### src/rtl/vga_txt_pkg.sv
// Shared constants and state encoding for the 80x30 text video buffer write side.
// Holds screen geometry defaults, terminal control codes and the write-controller states.
package vga_txt_pkg;

  localparam int          COLS_DEF      = 80;
  localparam int          ROWS_DEF      = 30;
  localparam logic [7:0]  FILL_CHAR_DEF = 8'h20;

  localparam logic [7:0]  CC_BS = 8'h08;
  localparam logic [7:0]  CC_LF = 8'h0A;
  localparam logic [7:0]  CC_FF = 8'h0C;
  localparam logic [7:0]  CC_CR = 8'h0D;

  typedef enum logic [1:0] {
    IDLE     = 2'd0,
    CLR_LINE = 2'd1,
    CLR_SCR  = 2'd2
  } state_t;

endpackage

### src/rtl/vga_vbuf_fill.sv
// Fill engine: walks len consecutive addresses from base, one strobe per cycle.
// The first strobe is presented in the start cycle; done pulses the cycle after the last one.
module vga_vbuf_fill #(
  parameter int AW = 11
) (
  input  logic          i_clk,
  input  logic          i_rst_n,
  input  logic          start,
  input  logic [AW-1:0] base,
  input  logic [AW:0]   len,
  output logic          we,
  output logic [AW-1:0] addr,
  output logic          done
);

  typedef logic [AW-1:0] addr_t;
  typedef logic [AW:0]   len_t;

  localparam addr_t ONE_A = addr_t'(1);
  localparam len_t  ONE_L = len_t'(1);

  logic  active_q;
  addr_t ptr_q;
  len_t  rem_q;
  logic  last;

  assign we   = start | active_q;
  assign addr = start ? base : ptr_q;
  assign last = start ? (len == ONE_L) : (active_q && (rem_q == ONE_L));

  always_ff @(posedge i_clk or negedge i_rst_n) begin
    if (!i_rst_n) begin
      active_q <= 1'b0;
      ptr_q    <= '0;
      rem_q    <= '0;
      done     <= 1'b0;
    end else begin
      done <= last;
      if (start) begin
        ptr_q    <= base + ONE_A;
        rem_q    <= len - ONE_L;
        active_q <= (len > ONE_L);
      end else if (active_q) begin
        ptr_q <= ptr_q + ONE_A;
        rem_q <= rem_q - ONE_L;
        if (rem_q == ONE_L) active_q <= 1'b0;
      end
    end
  end

endmodule

### src/rtl/vga_vbuf_wr_ctrl.sv
// Host write sequencer for the text video buffer: decodes terminal bytes, tracks the cursor
// and time-shares the single buffer write port with the line/screen fill engine.
module vga_vbuf_wr_ctrl
  import vga_txt_pkg::*;
#(
  parameter int         COLS      = COLS_DEF,
  parameter int         ROWS      = ROWS_DEF,
  parameter int         AW        = 11,
  parameter logic [7:0] FILL_CHAR = FILL_CHAR_DEF
) (
  input  logic          i_clk,
  input  logic          i_rst_n,
  input  logic [7:0]    i_d,
  input  logic          i_valid,
  output logic          o_ready,
  output logic [7:0]    o_d_we,
  output logic [AW-1:0] o_addr_we,
  output logic          o_we_en_h,
  output logic [6:0]    o_cur_x,
  output logic [4:0]    o_cur_y,
  output logic          o_busy
);

  typedef logic [AW-1:0] addr_t;
  typedef logic [AW:0]   len_t;

  localparam logic [6:0] X_LAST   = 7'(COLS - 1);
  localparam logic [4:0] Y_LAST   = 5'(ROWS - 1);
  localparam addr_t      COLS_A   = addr_t'(COLS);
  localparam len_t       LEN_LINE = len_t'(COLS);
  localparam len_t       LEN_SCR  = len_t'(COLS * ROWS);

  state_t     state_q, state_d;
  logic       started_q, started_d;
  logic       line_pend_q, line_pend_d;
  logic [6:0] cur_x_q, cur_x_d;
  logic [4:0] cur_y_q, cur_y_d;
  addr_t      row_base_q, row_base_d;
  logic       ready_q, busy_q;
  logic       we_q;
  addr_t      addr_q;
  logic [7:0] d_q;

  logic       accept;
  logic [4:0] adv_y;
  addr_t      adv_rb;
  logic       wr_we;
  addr_t      wr_addr;
  logic       fill_start;
  addr_t      fill_base;
  len_t       fill_len;
  logic       fill_we;
  addr_t      fill_addr;
  logic       fill_done;

  vga_vbuf_fill #(.AW(AW)) u_fill (
    .i_clk   (i_clk),
    .i_rst_n (i_rst_n),
    .start   (fill_start),
    .base    (fill_base),
    .len     (fill_len),
    .we      (fill_we),
    .addr    (fill_addr),
    .done    (fill_done)
  );

  assign accept  = i_valid && ready_q;
  assign wr_addr = row_base_q + addr_t'(cur_x_q);

  // Next row with wrap to the top; the screen never scrolls.
  always_comb begin
    adv_y  = cur_y_q + 5'd1;
    adv_rb = row_base_q + COLS_A;
    if (cur_y_q == Y_LAST) begin
      adv_y  = '0;
      adv_rb = '0;
    end
  end

  always_comb begin
    state_d     = state_q;
    started_d   = started_q;
    line_pend_d = line_pend_q;
    cur_x_d     = cur_x_q;
    cur_y_d     = cur_y_q;
    row_base_d  = row_base_q;
    wr_we       = 1'b0;
    fill_start  = 1'b0;
    fill_base   = '0;
    fill_len    = LEN_LINE;
    case (state_q)
      IDLE: begin
        if (!started_q) begin
          started_d  = 1'b1;
          state_d    = CLR_SCR;
          fill_start = 1'b1;
          fill_len   = LEN_SCR;
        end else if (accept) begin
          if (i_d >= 8'h20) begin
            wr_we = 1'b1;
            if (cur_x_q == X_LAST) begin
              // The line clear waits one cycle so it follows the character write back to back.
              cur_x_d     = '0;
              cur_y_d     = adv_y;
              row_base_d  = adv_rb;
              line_pend_d = 1'b1;
              state_d     = CLR_LINE;
            end else begin
              cur_x_d = cur_x_q + 7'd1;
            end
          end else begin
            case (i_d)
              CC_CR: cur_x_d = '0;
              CC_LF: begin
                cur_y_d    = adv_y;
                row_base_d = adv_rb;
                state_d    = CLR_LINE;
                fill_start = 1'b1;
                fill_base  = adv_rb;
                fill_len   = LEN_LINE;
              end
              CC_BS: if (cur_x_q != 7'd0) cur_x_d = cur_x_q - 7'd1;
              CC_FF: begin
                state_d    = CLR_SCR;
                fill_start = 1'b1;
                fill_len   = LEN_SCR;
              end
              default: ;
            endcase
          end
        end
      end
      CLR_LINE: begin
        if (line_pend_q) begin
          line_pend_d = 1'b0;
          fill_start  = 1'b1;
          fill_base   = row_base_q;
          fill_len    = LEN_LINE;
        end else if (fill_done) begin
          state_d = IDLE;
        end
      end
      CLR_SCR: begin
        if (fill_done) begin
          state_d    = IDLE;
          cur_x_d    = '0;
          cur_y_d    = '0;
          row_base_d = '0;
        end
      end
      default: state_d = IDLE;
    endcase
  end

  always_ff @(posedge i_clk or negedge i_rst_n) begin
    if (!i_rst_n) begin
      state_q     <= IDLE;
      started_q   <= 1'b0;
      line_pend_q <= 1'b0;
      cur_x_q     <= '0;
      cur_y_q     <= '0;
      row_base_q  <= '0;
      ready_q     <= 1'b0;
      busy_q      <= 1'b0;
      we_q        <= 1'b0;
      addr_q      <= '0;
      d_q         <= '0;
    end else begin
      state_q     <= state_d;
      started_q   <= started_d;
      line_pend_q <= line_pend_d;
      cur_x_q     <= cur_x_d;
      cur_y_q     <= cur_y_d;
      row_base_q  <= row_base_d;
      ready_q     <= (state_d == IDLE) && started_d;
      busy_q      <= (state_d != IDLE);
      // Host writes and fill strobes never coincide, so one output register serves both.
      we_q        <= wr_we | fill_we;
      addr_q      <= wr_we ? wr_addr : fill_addr;
      d_q         <= wr_we ? i_d : FILL_CHAR;
    end
  end

  assign o_ready   = ready_q;
  assign o_busy    = busy_q;
  assign o_we_en_h = we_q;
  assign o_addr_we = addr_q;
  assign o_d_we    = d_q;
  assign o_cur_x   = cur_x_q;
  assign o_cur_y   = cur_y_q;

endmodule

### config.mk
export PLATFORM = sky130hd
export DESIGN_NAME = vga_vbuf_wr_ctrl
export DESIGN_NICKNAME = d
export VERILOG_FILES = /design/src/rtl/vga_txt_pkg.sv /design/src/rtl/vga_vbuf_fill.sv /design/src/rtl/vga_vbuf_wr_ctrl.sv
export SDC_FILE = /design/constraint.sdc
export NUM_CORES = 1
export LEC_CHECK = 0
export BUFFER_PORTS_ARGS = -buffer_cell sky130_fd_sc_hd__buf_2
export CAP_MARGIN = 20
export CORE_MARGIN = 2
export CORE_UTILIZATION = 35
export DETAILED_ROUTE_END_ITERATION = 16
export MAX_ROUTING_LAYER = met4
export PLACE_DENSITY_LB_ADDON = 0.15
export REMOVE_ABC_BUFFERS = 1
export SLEW_MARGIN = 20
export SYNTH_ARGS = -nofsm -noshare
export SYNTH_HDL_FRONTEND = slang
export SYNTH_SLANG_ARGS = --single-unit
### constraint.sdc
create_clock -name i_clk -period 3.73 [get_ports i_clk]
set_input_delay 0.373 -clock i_clk [delete_from_list [all_inputs] [get_ports i_clk]]
set_output_delay 0.373 -clock i_clk [all_outputs]
set_load 0.01 [all_outputs]
# Word level (Yosys, flattened, before mapping)

Index checks and enable logic that the tools add are counted.

Word-level logic and storage cells: 131
Latch bits: 0
Memory bits (writable): 0
Bits in read-only memories: 0
Flip-flop bits (word level): 74
Bits of input ports: 11
Memories: 0
Output and inout port bits: 34

Order comparisons: 2
Add/sub/neg operators: 9
Multiplexer cells: 70
Reductions and logical operators: 14
Bitwise gates (word level): 2
Eq/ne operators: 19
Div/mod/pow operators: 0
Shift-type cells: 0
Multipliers: 0

Operator list:

| kind                  | number |
|---|---|
| $mux 11               | 16 |
| $mux 12               | 7 |
| $pmux 11 s2           | 2 |
| $mux 7                | 6 |
| $mux 5                | 7 |
| $eq 8x4->1 const B    | 4 |
| $pmux 7 s2            | 2 |
| $eq 12x1->1 const B   | 2 |
| $sub 12x1->12 const B | 2 |
| $add 11x1->11 const B | 2 |
| $mux 1                | 18 |
| $gt 12x1->1 const B   | 1 |
| $mux 2                | 6 |
| $reduce_and 6->1      | 2 |
| $add 11x7->11         | 1 |
| $add 11x7->11 const B | 1 |
| $pmux 5 s2            | 1 |
| $ge 8x6->1 const B    | 1 |
| $mux 8                | 1 |
| $ne 2x2->1 const B    | 4 |
| $reduce_bool 2->1     | 4 |
| $add 7x1->7 const B   | 1 |
| $eq 7x7->1 const B    | 1 |
| $reduce_bool 7->1     | 1 |
| other kinds (18)      | 23 |

# Logic depth before layout (Yosys ltp)

Gate-level depths: netlist of run 1.

Depth in word-level cells: 9
Mapped depth: 10
Gate-level depth less buffers: 10

# By module

Synthesis of run 1 repeated with hierarchy kept, for this count alone.

Cells, all modules: 518
Area total of the unflattened synthesis: 4747.1 um^2

By module, submodules not included:

| module           | times used | cells an instance | area an instance (um^2) | seq. area each (um^2) |
|---|---|---|---|---|
| vga_vbuf_wr_ctrl | 1          | 330               | 2962.8                  | 1226.2 |
| vga_vbuf_fill    | 1          | 188               | 1784.2                  | 625.6 |

# Worst setup path after synthesis of run 1

No wires, ideal clock.

Kind: input to register
Start: in i_d[5]
End: reg u_fill.ptr_q[8]
Setup slack: 0.866 ns
Data arrival time: 2.769 ns
Stages: 8
Library setup time: 0.095 ns
Buffers on the path: 0
Data required time: 3.635 ns
Cell sequence: or4b_4 > or4_4 > o21ai_0 > a22o_1 > ha_1 > nand3_2 > o31a_1 > o31ai_1

Longest elaborated chain between the ends: 8
Elaborated cells on any way between the ends: 17
Those cells by class: 1 x add/sub; 1 x order compare; 2 x eq/ne; 11 x mux; 2 x reduce/logical

Ends and longest elaborated chain:

| what                                                  | RTL line               | text |
|---|---|---|
| start: declaration                                    | vga_vbuf_wr_ctrl.sv:13 | `input logic [7:0] i_d,` |
| branches (longest 8 deep; another with $add 11x1->11) | --                     |  |
| end signal: assignment                                | vga_vbuf_fill.sv:40    | `ptr_q <= base + ONE_A;` |
| end signal: assignment                                | vga_vbuf_fill.sv:44    | `ptr_q <= ptr_q + ONE_A;` |
| end: declaration                                      | vga_vbuf_fill.sv:23    | `addr_t ptr_q;` |

Several ways; the timed one is not identified.
A chain may end at the register's enable or synchronous reset.

# Worst setup path in the final report of run 1

Start: reg state_q[0]
End: reg u_fill.ptr_q[8]

Longest elaborated chain between the ends: 4
Elaborated cells on any way between the ends: 7
Those cells by class: 1 x add/sub; 1 x eq/ne; 3 x mux; 2 x reduce/logical

Ends and longest elaborated chain:

| what                                          | RTL line                | text |
|---|---|---|
| start: declaration                            | vga_vbuf_wr_ctrl.sv:33  | `state_t state_q, state_d;` |
| start signal: assignment                      | vga_vbuf_wr_ctrl.sv:169 | `state_q <= state_d;` |
| $eq 2x1->1 or $logic_not 2->1 (tied branches) | vga_vbuf_wr_ctrl.sv:91  | `case (state_q)` |
| $pmux 11 s2                                   | vga_vbuf_wr_ctrl.sv:91  |  |
| $add 11x1->11                                 | vga_vbuf_fill.sv:40     |  |
| $mux 11                                       | vga_vbuf_fill.sv:39     | `if (start) begin` |

Several ways; a longest one is shown, not always the timed one.

==> impl_metrics.xml, run 1 <==
<?xml version="1.0" encoding="UTF-8"?>
<metrics>
  <group name="status">
    <metric name="run_status" unit="">complete, no violations</metric>
  </group>
  <group name="worst_setup_path">
    <metric name="startpoint_type" unit="">flop</metric>
    <metric name="critPathRequiredTime" unit="ns">3.97</metric>
    <metric name="worstSetupEndpointType" unit="">flop</metric>
    <metric name="critPathArrivalTime" unit="ns">3.25</metric>
    <metric name="worst-path-max-fanout" unit="">12</metric>
    <metric name="critPathKind" unit="">flop to flop</metric>
  </group>
  <group name="placed_design">
    <metric name="placement.setup.worst_slack" unit="ns">0.541</metric>
    <metric name="dpl_cell_area" unit="sq um">4700</metric>
    <metric name="number_of_port_buffers" unit="">44</metric>
    <metric name="dp_hpwl" unit="mm">7.96</metric>
    <metric name="finalWeightedCongestion" unit="">0.869</metric>
  </group>
  <group name="detailed_routing">
    <metric name="via_count" unit="">3714</metric>
    <metric name="antenna_violating_nets_post_route" unit="">0</metric>
    <metric name="routed_via_density" unit="">5.49</metric>
    <metric name="detail_route.iter0.violations" unit="">274</metric>
    <metric name="drt_pass1_iterations" unit="">4</metric>
    <metric name="wirelength" unit="mm">11.1</metric>
    <metric name="route.detailed.wl_per_inst" unit="um">16.4</metric>
    <metric name="route.detailed.drc" unit="">0</metric>
  </group>
  <group name="cells_and_area">
    <metric name="share_of_final_layout_standard_cells_stronger_than_drive_strength_1" unit="">0.151</metric>
    <metric name="area_growth" unit="%">16.5</metric>
    <metric name="area.sequential" unit="sq um">1850</metric>
    <metric name="antenna_cells_inserted" unit="">0</metric>
    <metric name="finalCoreUtilization" unit="">0.416</metric>
    <metric name="num-nets-final" unit="">553</metric>
    <metric name="final_cell_area" unit="sq um">5000</metric>
    <metric name="fillerInstances" unit="">1197</metric>
    <metric name="multi_input_logic_area" unit="sq um">2310</metric>
  </group>
  <group name="synth">
    <metric name="synth.top_cells.by_count" unit="">dfrtp_1 (74), nand2_1 (52), nor2_1 (44), o21ai_0 (43), a21oi_1 (29)</metric>
    <metric name="ys.warnings.count" unit="">0</metric>
    <metric name="synth.ff_latch_count" unit="">74</metric>
    <metric name="yosys.area.top_type_share" unit="">0.431</metric>
    <metric name="postSynth.asyncResetShare" unit="">1.00</metric>
    <metric name="post-synth-top-area-cell" unit="">dfrtp_1</metric>
    <metric name="ys_seq_area_frac" unit="">0.431</metric>
    <metric name="yosys-top-cells-area" unit="">dfrtp_1 (43%), o21ai_0 (5.0%), ha_1 (4.7%)</metric>
    <metric name="syn-instance-count" unit="">477</metric>
    <metric name="synth.most_common_cell" unit="">dfrtp_1</metric>
    <metric name="synthDistinctLibCells" unit="">63</metric>
    <metric name="synth_edf_count" unit="">0</metric>
    <metric name="synthFlopType" unit="">dfrtp_1</metric>
    <metric name="synthesized_area_per_cell" unit="sq um">9.00</metric>
    <metric name="synthesis.area" unit="sq um">4290</metric>
  </group>
  <group name="timing">
    <metric name="timing.slew.headroom" unit="">0.372</metric>
    <metric name="max_slew.worst_pin.slew" unit="ns">0.943</metric>
    <metric name="final_max_slew_viol_count" unit="">0</metric>
    <metric name="setup_violations" unit="">0</metric>
    <metric name="setup-tns-final" unit="ns">0</metric>
    <metric name="timing.final.crit_period" unit="ns">3.01</metric>
    <metric name="final.setup.worst_slack" unit="ns">0.721</metric>
    <metric name="clock.fmax" unit="MHz">332</metric>
    <metric name="report.final.hold_viol_count" unit="">0</metric>
    <metric name="rsz0062_at_grt" unit="">false</metric>
    <metric name="finalCritPeriodShare" unit="">0.807</metric>
    <metric name="clock_skew" unit="ns">0.00702</metric>
  </group>
  <group name="floorplanning">
    <metric name="die_area" unit="sq um">13200</metric>
    <metric name="floorplan.initialDensity" unit="">0.357</metric>
    <metric name="die-height" unit="um">115</metric>
    <metric name="floorplan.rows" unit="">40</metric>
    <metric name="core_area" unit="sq um">12000</metric>
    <metric name="die_width" unit="um">115</metric>
    <metric name="i_o_pins" unit="">45</metric>
  </group>
  <group name="clocking">
    <metric name="post-cts-setup-buffer-count" unit="">0</metric>
    <metric name="cts-resized-gates" unit="">0</metric>
    <metric name="hold_buffers" unit="">0</metric>
    <metric name="cts.root.buffer_cell" unit="">clkbuf_16</metric>
    <metric name="cts_tree" unit="">built</metric>
    <metric name="clkTransAtPathRegs" unit="ns">0.06</metric>
    <metric name="cts_made_buffers" unit="">9</metric>
    <metric name="buffers_from_clock_root_to_sink_at_most" unit="">2</metric>
    <metric name="worst_skew_pair.late_latency" unit="ns">0.34</metric>
    <metric name="cts.sinks" unit="">74</metric>
    <metric name="cts.htree.levels" unit="">3</metric>
  </group>
  <group name="global_route">
    <metric name="globalRouteOverflowTotal" unit="">0</metric>
    <metric name="grt_max_degree" unit="">75</metric>
    <metric name="grt_pass1_vias" unit="">3615</metric>
    <metric name="grtUsageTotal" unit="">0.186</metric>
    <metric name="grt_antenna_before_repair" unit="">0</metric>
    <metric name="grt_first_pass_wirelength" unit="mm">18.6</metric>
  </group>
  <group name="power">
    <metric name="total_power" unit="uW">1740</metric>
    <metric name="max-vdd-ir-drop" unit="uV">147</metric>
    <metric name="powerDensity" unit="nW/um^2">348</metric>
    <metric name="power.leakage" unit="uW">0.00232</metric>
  </group>
  <group name="hold_path">
    <metric name="hold_path_class" unit="">primary input to async pin</metric>
  </group>
  <group name="run">
    <metric name="max-cap-violations" unit="">0</metric>
  </group>
</metrics>
[per-layer routing]
layer	track usage	up-vias	part of all wire
met1	0.263	1792	0.51
met2	0.269	74	0.45
met5	-	-	0
met3	0.0306	10	0.034
met4	0.0675	0	0.015
li1	-	1838	-
[logic make-up (layout without fill, tap and decap cells)]
group,count (synthesis),count (layout),share of synthesized area
buffers and inverters,32,85,0.0297
multiplexers,6,6,0.0146
AND/OR/NAND/NOR,198,198,0.236
XOR/XNOR,22,22,0.0449
adder cells (fa/ha/maj),17,17,0.0513
flip-flops,74,74,0.431
AO/OA/AOI/OAI,128,128,0.192
[area by class of cell]
| type | instances | area share |
|---|---|---|
| clock buffers | 14 | 0.0528 |
| clock inverters | 2 | 0.00701 |
| inverters | 15 | 0.0113 |
| multi-input cells | 371 | 0.462 |
| flip-flops and latches | 74 | 0.370 |
| well taps | 147 | 0.0368 |
| repair buffers | 54 | 0.0595 |
[metrics by stage]
stage               hold WS, ns  instances
floorplan                0.0774        460
global placement          0.477        661
detailed placement        0.484        661
CTS                       0.226        677
global route              0.256        677
finish                    0.154        677
[flip-flops by register name, indices dropped and copies added (netlist names), 2 cells and up]
register,cells
o_d_we,8
row_base_q,11
u_fill.ptr_q,11
o_cur_y,5
o_addr_we,11
u_fill.rem_q,12
o_cur_x,7
state_q,2
[cell usage in the layout (no fill, tap or decap), types with 16 or more instances in the layout]
cell	instances
nand3_1	17
buf_2	43
ha_1	16
dfrtp_1	74
nor2_1	44
a21oi_1	29
nand2_1	52
and3_1	18
nor3_1	16
o21ai_0	43
[worst max-delay path, stage by stage (launching register included)]
cell,delay (ns)
dfrtp_1,0.45
or2_2,0.38
or4_4,0.63
o21ai_0,0.20
buf_4,0.16
a22o_1,0.16
ha_1,0.28
nand3_2,0.14
o31a_1,0.26
o31ai_1,0.24
[where the power goes]
part	switching, uW	total (uW)	leakage [uW]	internal (uW)
Combinational	35.3	50.3	0.00124	15.0
Clock	330	884	0.000147	554
Sequential	3.08	807	0.000935	804
[path summary, 6_finish.rpt]
path / from / to / slack, ns / cells past startpoint
hold / removal: i_rst_n / o_d_we[4] / 0.15 / 1
setup / recovery: state_q[0] / u_fill.ptr_q[8] / 0.72 / 9
setup reg to reg: state_q[0] / u_fill.ptr_q[8] / 0.72 / 9
max in group asynchronous: i_rst_n / o_cur_y[0] / 2.94 / 1
hold reg to reg: u_fill.ptr_q[5] / u_fill.ptr_q[5] / 0.50 / 2
min in group i_clk: i_d[5] / o_d_we[5] / 0.31 / 2
No activity file was read; power rests on OpenSTA's default activity.
==> run 2, diff against run 1 <==
==> constraint.sdc (replaced) <==
create_clock -name i_clk -period 2.96 [get_ports i_clk]
set_input_delay 0.296 -clock i_clk [delete_from_list [all_inputs] [get_ports i_clk]]
set_output_delay 0.296 -clock i_clk [all_outputs]
set_load 0.01 [all_outputs]
==> run 2 against run 1 <==
  * Sequential share of layout area shrank 0.96 points
  * First-iteration DRC count decreased by 28%
  * Combinational power is 35% higher
  * Largest power group unchanged
==> impl_metrics.xml, run 2 (synthesis gave the netlist of run 1 again) <==
<?xml version="1.0" encoding="UTF-8"?>
<metrics>
  <group name="floorplanning">
    <metric name="die_area" unit="sq um">13200</metric>
    <metric name="die_width" unit="um">115</metric>
    <metric name="floorplan.initialDensity" unit="">0.357</metric>
    <metric name="die-height" unit="um">115</metric>
    <metric name="i_o_pins" unit="">45</metric>
    <metric name="floorplan.rows" unit="">40</metric>
    <metric name="core_area" unit="sq um">12000</metric>
  </group>
  <group name="global_route">
    <metric name="grt_first_pass_wirelength" unit="mm">18.6</metric>
    <metric name="grt_antenna_before_repair" unit="">0</metric>
    <metric name="globalRouteOverflowTotal" unit="">0</metric>
    <metric name="grt_pass1_vias" unit="">3695</metric>
    <metric name="grt_max_degree" unit="">75</metric>
    <metric name="grtUsageTotal" unit="">0.187</metric>
  </group>
  <group name="status">
    <metric name="run_status" unit="">complete, no violations</metric>
  </group>
  <group name="cells_and_area">
    <metric name="layout.cells.most_common_list" unit="">dfrtp_1 (74), nand2_1 (52), nor2_1 (44)</metric>
    <metric name="area_growth" unit="%">19.6</metric>
    <metric name="antenna_cells_inserted" unit="">0</metric>
    <metric name="mostFrequentLayoutCell" unit="">dfrtp_1</metric>
    <metric name="area.sequential" unit="sq um">1850</metric>
    <metric name="multi_input_logic_area" unit="sq um">2320</metric>
    <metric name="largest_register_ffs" unit="">12</metric>
    <metric name="share_of_final_layout_standard_cells_stronger_than_drive_strength_1" unit="">0.185</metric>
    <metric name="finalNonFillerCells" unit="">693</metric>
    <metric name="num-nets-final" unit="">569</metric>
    <metric name="registers.top_by_ff_count" unit="">u_fill.rem_q</metric>
    <metric name="finalCoreUtilization" unit="">0.427</metric>
    <metric name="fillerInstances" unit="">1201</metric>
  </group>
  <group name="clocking">
    <metric name="cts.root.buffer_cell" unit="">clkbuf_16</metric>
    <metric name="post-cts-setup-buffer-count" unit="">0</metric>
    <metric name="cts.htree.levels" unit="">3</metric>
    <metric name="cts_tree" unit="">built</metric>
    <metric name="cts_made_buffers" unit="">9</metric>
    <metric name="worst_skew_pair.late_latency" unit="ns">0.35</metric>
    <metric name="clkTransAtPathRegs" unit="ns">0.06</metric>
    <metric name="cts.sinks" unit="">74</metric>
    <metric name="buffers_from_clock_root_to_sink_at_most" unit="">2</metric>
  </group>
  <group name="power">
    <metric name="max-vdd-ir-drop" unit="uV">190</metric>
    <metric name="powerDensity" unit="nW/um^2">428</metric>
    <metric name="power.leakage" unit="uW">0.00239</metric>
  </group>
  <group name="worst_setup_path">
    <metric name="critPathArrivalTime" unit="ns">2.97</metric>
    <metric name="critical-path-max-stage-delay" unit="ns">0.59</metric>
    <metric name="startpoint_type" unit="">flop</metric>
    <metric name="worst-r2r-setup-slack" unit="ns">0.23</metric>
    <metric name="r2r-start" unit="">state_q[0]</metric>
    <metric name="cp_slowest_cell" unit="">or4_4</metric>
    <metric name="path_delay_family" unit="">simple AND/OR/NAND/NOR gates</metric>
    <metric name="worst-path-max-fanout" unit="">6</metric>
    <metric name="worstSetupEndpointType" unit="">flop</metric>
    <metric name="r2r_cells" unit="">9</metric>
    <metric name="r2r-end" unit="">u_fill.ptr_q[8]</metric>
    <metric name="cp_cell_sequence" unit="">or2_2 -&gt; or4_4 -&gt; o21ai_0 -&gt; buf_4 -&gt; a22o_1 -&gt; ha_2 -&gt; nand3_2 -&gt; o31a_1 -&gt; o31ai_1</metric>
    <metric name="critPathKind" unit="">flop to flop</metric>
    <metric name="cp.buffers_inverters" unit="">1</metric>
    <metric name="critPathRequiredTime" unit="ns">3.20</metric>
  </group>
  <group name="detailed_routing">
    <metric name="route.detailed.wl_per_inst" unit="um">16.2</metric>
    <metric name="via_count" unit="">3894</metric>
    <metric name="wirelength" unit="mm">11.2</metric>
    <metric name="drt_pass1_iterations" unit="">5</metric>
    <metric name="detail_route.iter0.violations" unit="">197</metric>
    <metric name="antenna_violating_nets_post_route" unit="">0</metric>
    <metric name="route.detailed.drc" unit="">0</metric>
    <metric name="routed_via_density" unit="">5.62</metric>
  </group>
  <group name="timing">
    <metric name="setup-tns-final" unit="ns">0</metric>
    <metric name="clock_skew" unit="ns">0.00953</metric>
    <metric name="timing.final.crit_period" unit="ns">2.73</metric>
    <metric name="final.setup.worst_slack" unit="ns">0.231</metric>
    <metric name="setup_violations" unit="">0</metric>
    <metric name="max_slew.worst_pin.slew" unit="ns">0.934</metric>
    <metric name="clock.fmax" unit="MHz">366</metric>
    <metric name="report.final.hold_viol_count" unit="">0</metric>
    <metric name="rsz0062_at_grt" unit="">false</metric>
    <metric name="timing.slew.headroom" unit="">0.378</metric>
    <metric name="final_max_slew_viol_count" unit="">0</metric>
    <metric name="finalCritPeriodShare" unit="">0.922</metric>
  </group>
  <group name="placed_design">
    <metric name="number_of_port_buffers" unit="">44</metric>
    <metric name="dp_hpwl" unit="mm">8.29</metric>
    <metric name="placed_cells_incl_taps" unit="">677</metric>
    <metric name="finalWeightedCongestion" unit="">0.871</metric>
    <metric name="placement.setup.worst_slack" unit="ns">-0.0214</metric>
  </group>
  <group name="hold_path">
    <metric name="hold_path_class" unit="">primary input to async pin</metric>
  </group>
  <group name="run">
    <metric name="max-cap-violations" unit="">0</metric>
  </group>
</metrics>
[run 2: cell count changes in the layout (fill, tap and decap cells not counted), sizes merged]
cell      change
clkinv        +3
clkinvlp      +1
buf          +16
clkbuf        -5
inv           +1
[run 2: routing by layer]
| metal | share of wire | wire, um | up-vias | GRT usage |
|---|---|---|---|---|
| met4 | 0.016 | 175 | 0 | 0.0675 |
| met1 | 0.47 | 5330 | 1898 | 0.259 |
| met2 | 0.46 | 5130 | 115 | 0.278 |
| li1 | - | - | 1866 | - |
| met5 | 0 | 0 | - | - |
| met3 | 0.054 | 606 | 15 | 0.0295 |
[run 2: what timing repair did]
action,in CTS,in global routing
setup endpoints to repair,0,2
hold buffers,0,0
resized for setup,0,2
[run 2: how the worst max path moves through the flow]
stage / from / endpoint / slack [ns] / cells after the start
finish: state_q[0] / u_fill.ptr_q[8] / 0.23 / 9
floorplan: i_d[5] / u_fill.ptr_q[8] / 0.11 / 8
global placement: i_d[5] / u_fill.ptr_q[8] / 0.03 / 10
global route: state_q[0] / u_fill.ptr_q[8] / 0.03 / 9
detailed placement: i_d[5] / u_fill.ptr_q[8] / -0.02 / 10
CTS: state_q[0] / u_fill.ptr_q[9] / 0.12 / 8
[run 2: stage by stage]
| stage | hold WS (ns) | power (uW) | instance area (sq um) |
|---|---|---|---|
| 4_1_cts | 0.147 | 2220 | 5120 |
| 2_1_floorplan | 0.000409 | 1060 | 4220 |
| 6_report | 0.0920 | 2200 | 5130 |
| 3_3_place_gp | 0.491 | 1100 | 4820 |
| 3_5_place_dp | 0.482 | 1100 | 4820 |
| 5_1_grt | 0.201 | 2270 | 5130 |
[run 2: area by class of cell]
type | instances | area share
Clock inverter | 7 | 0.0151
Clock buffer | 9 | 0.0439
Timing Repair Buffer | 70 | 0.0814
Multi-Input combinational cell | 371 | 0.452
Sequential cell | 74 | 0.361
Tap cell | 147 | 0.0358
Inverter | 15 | 0.0110
[run 2: report_power, final]
group | total (uW) | leakage, uW | internal, uW | switching, uW
combinational | 68.1 | 0.00131 | 21.4 | 46.7
sequential | 1020 | 0.000935 | 1010 | 2.44
clock | 1110 | 0.000146 | 658 | 455
total | 2200 | 0.00239 | 1690 | 504
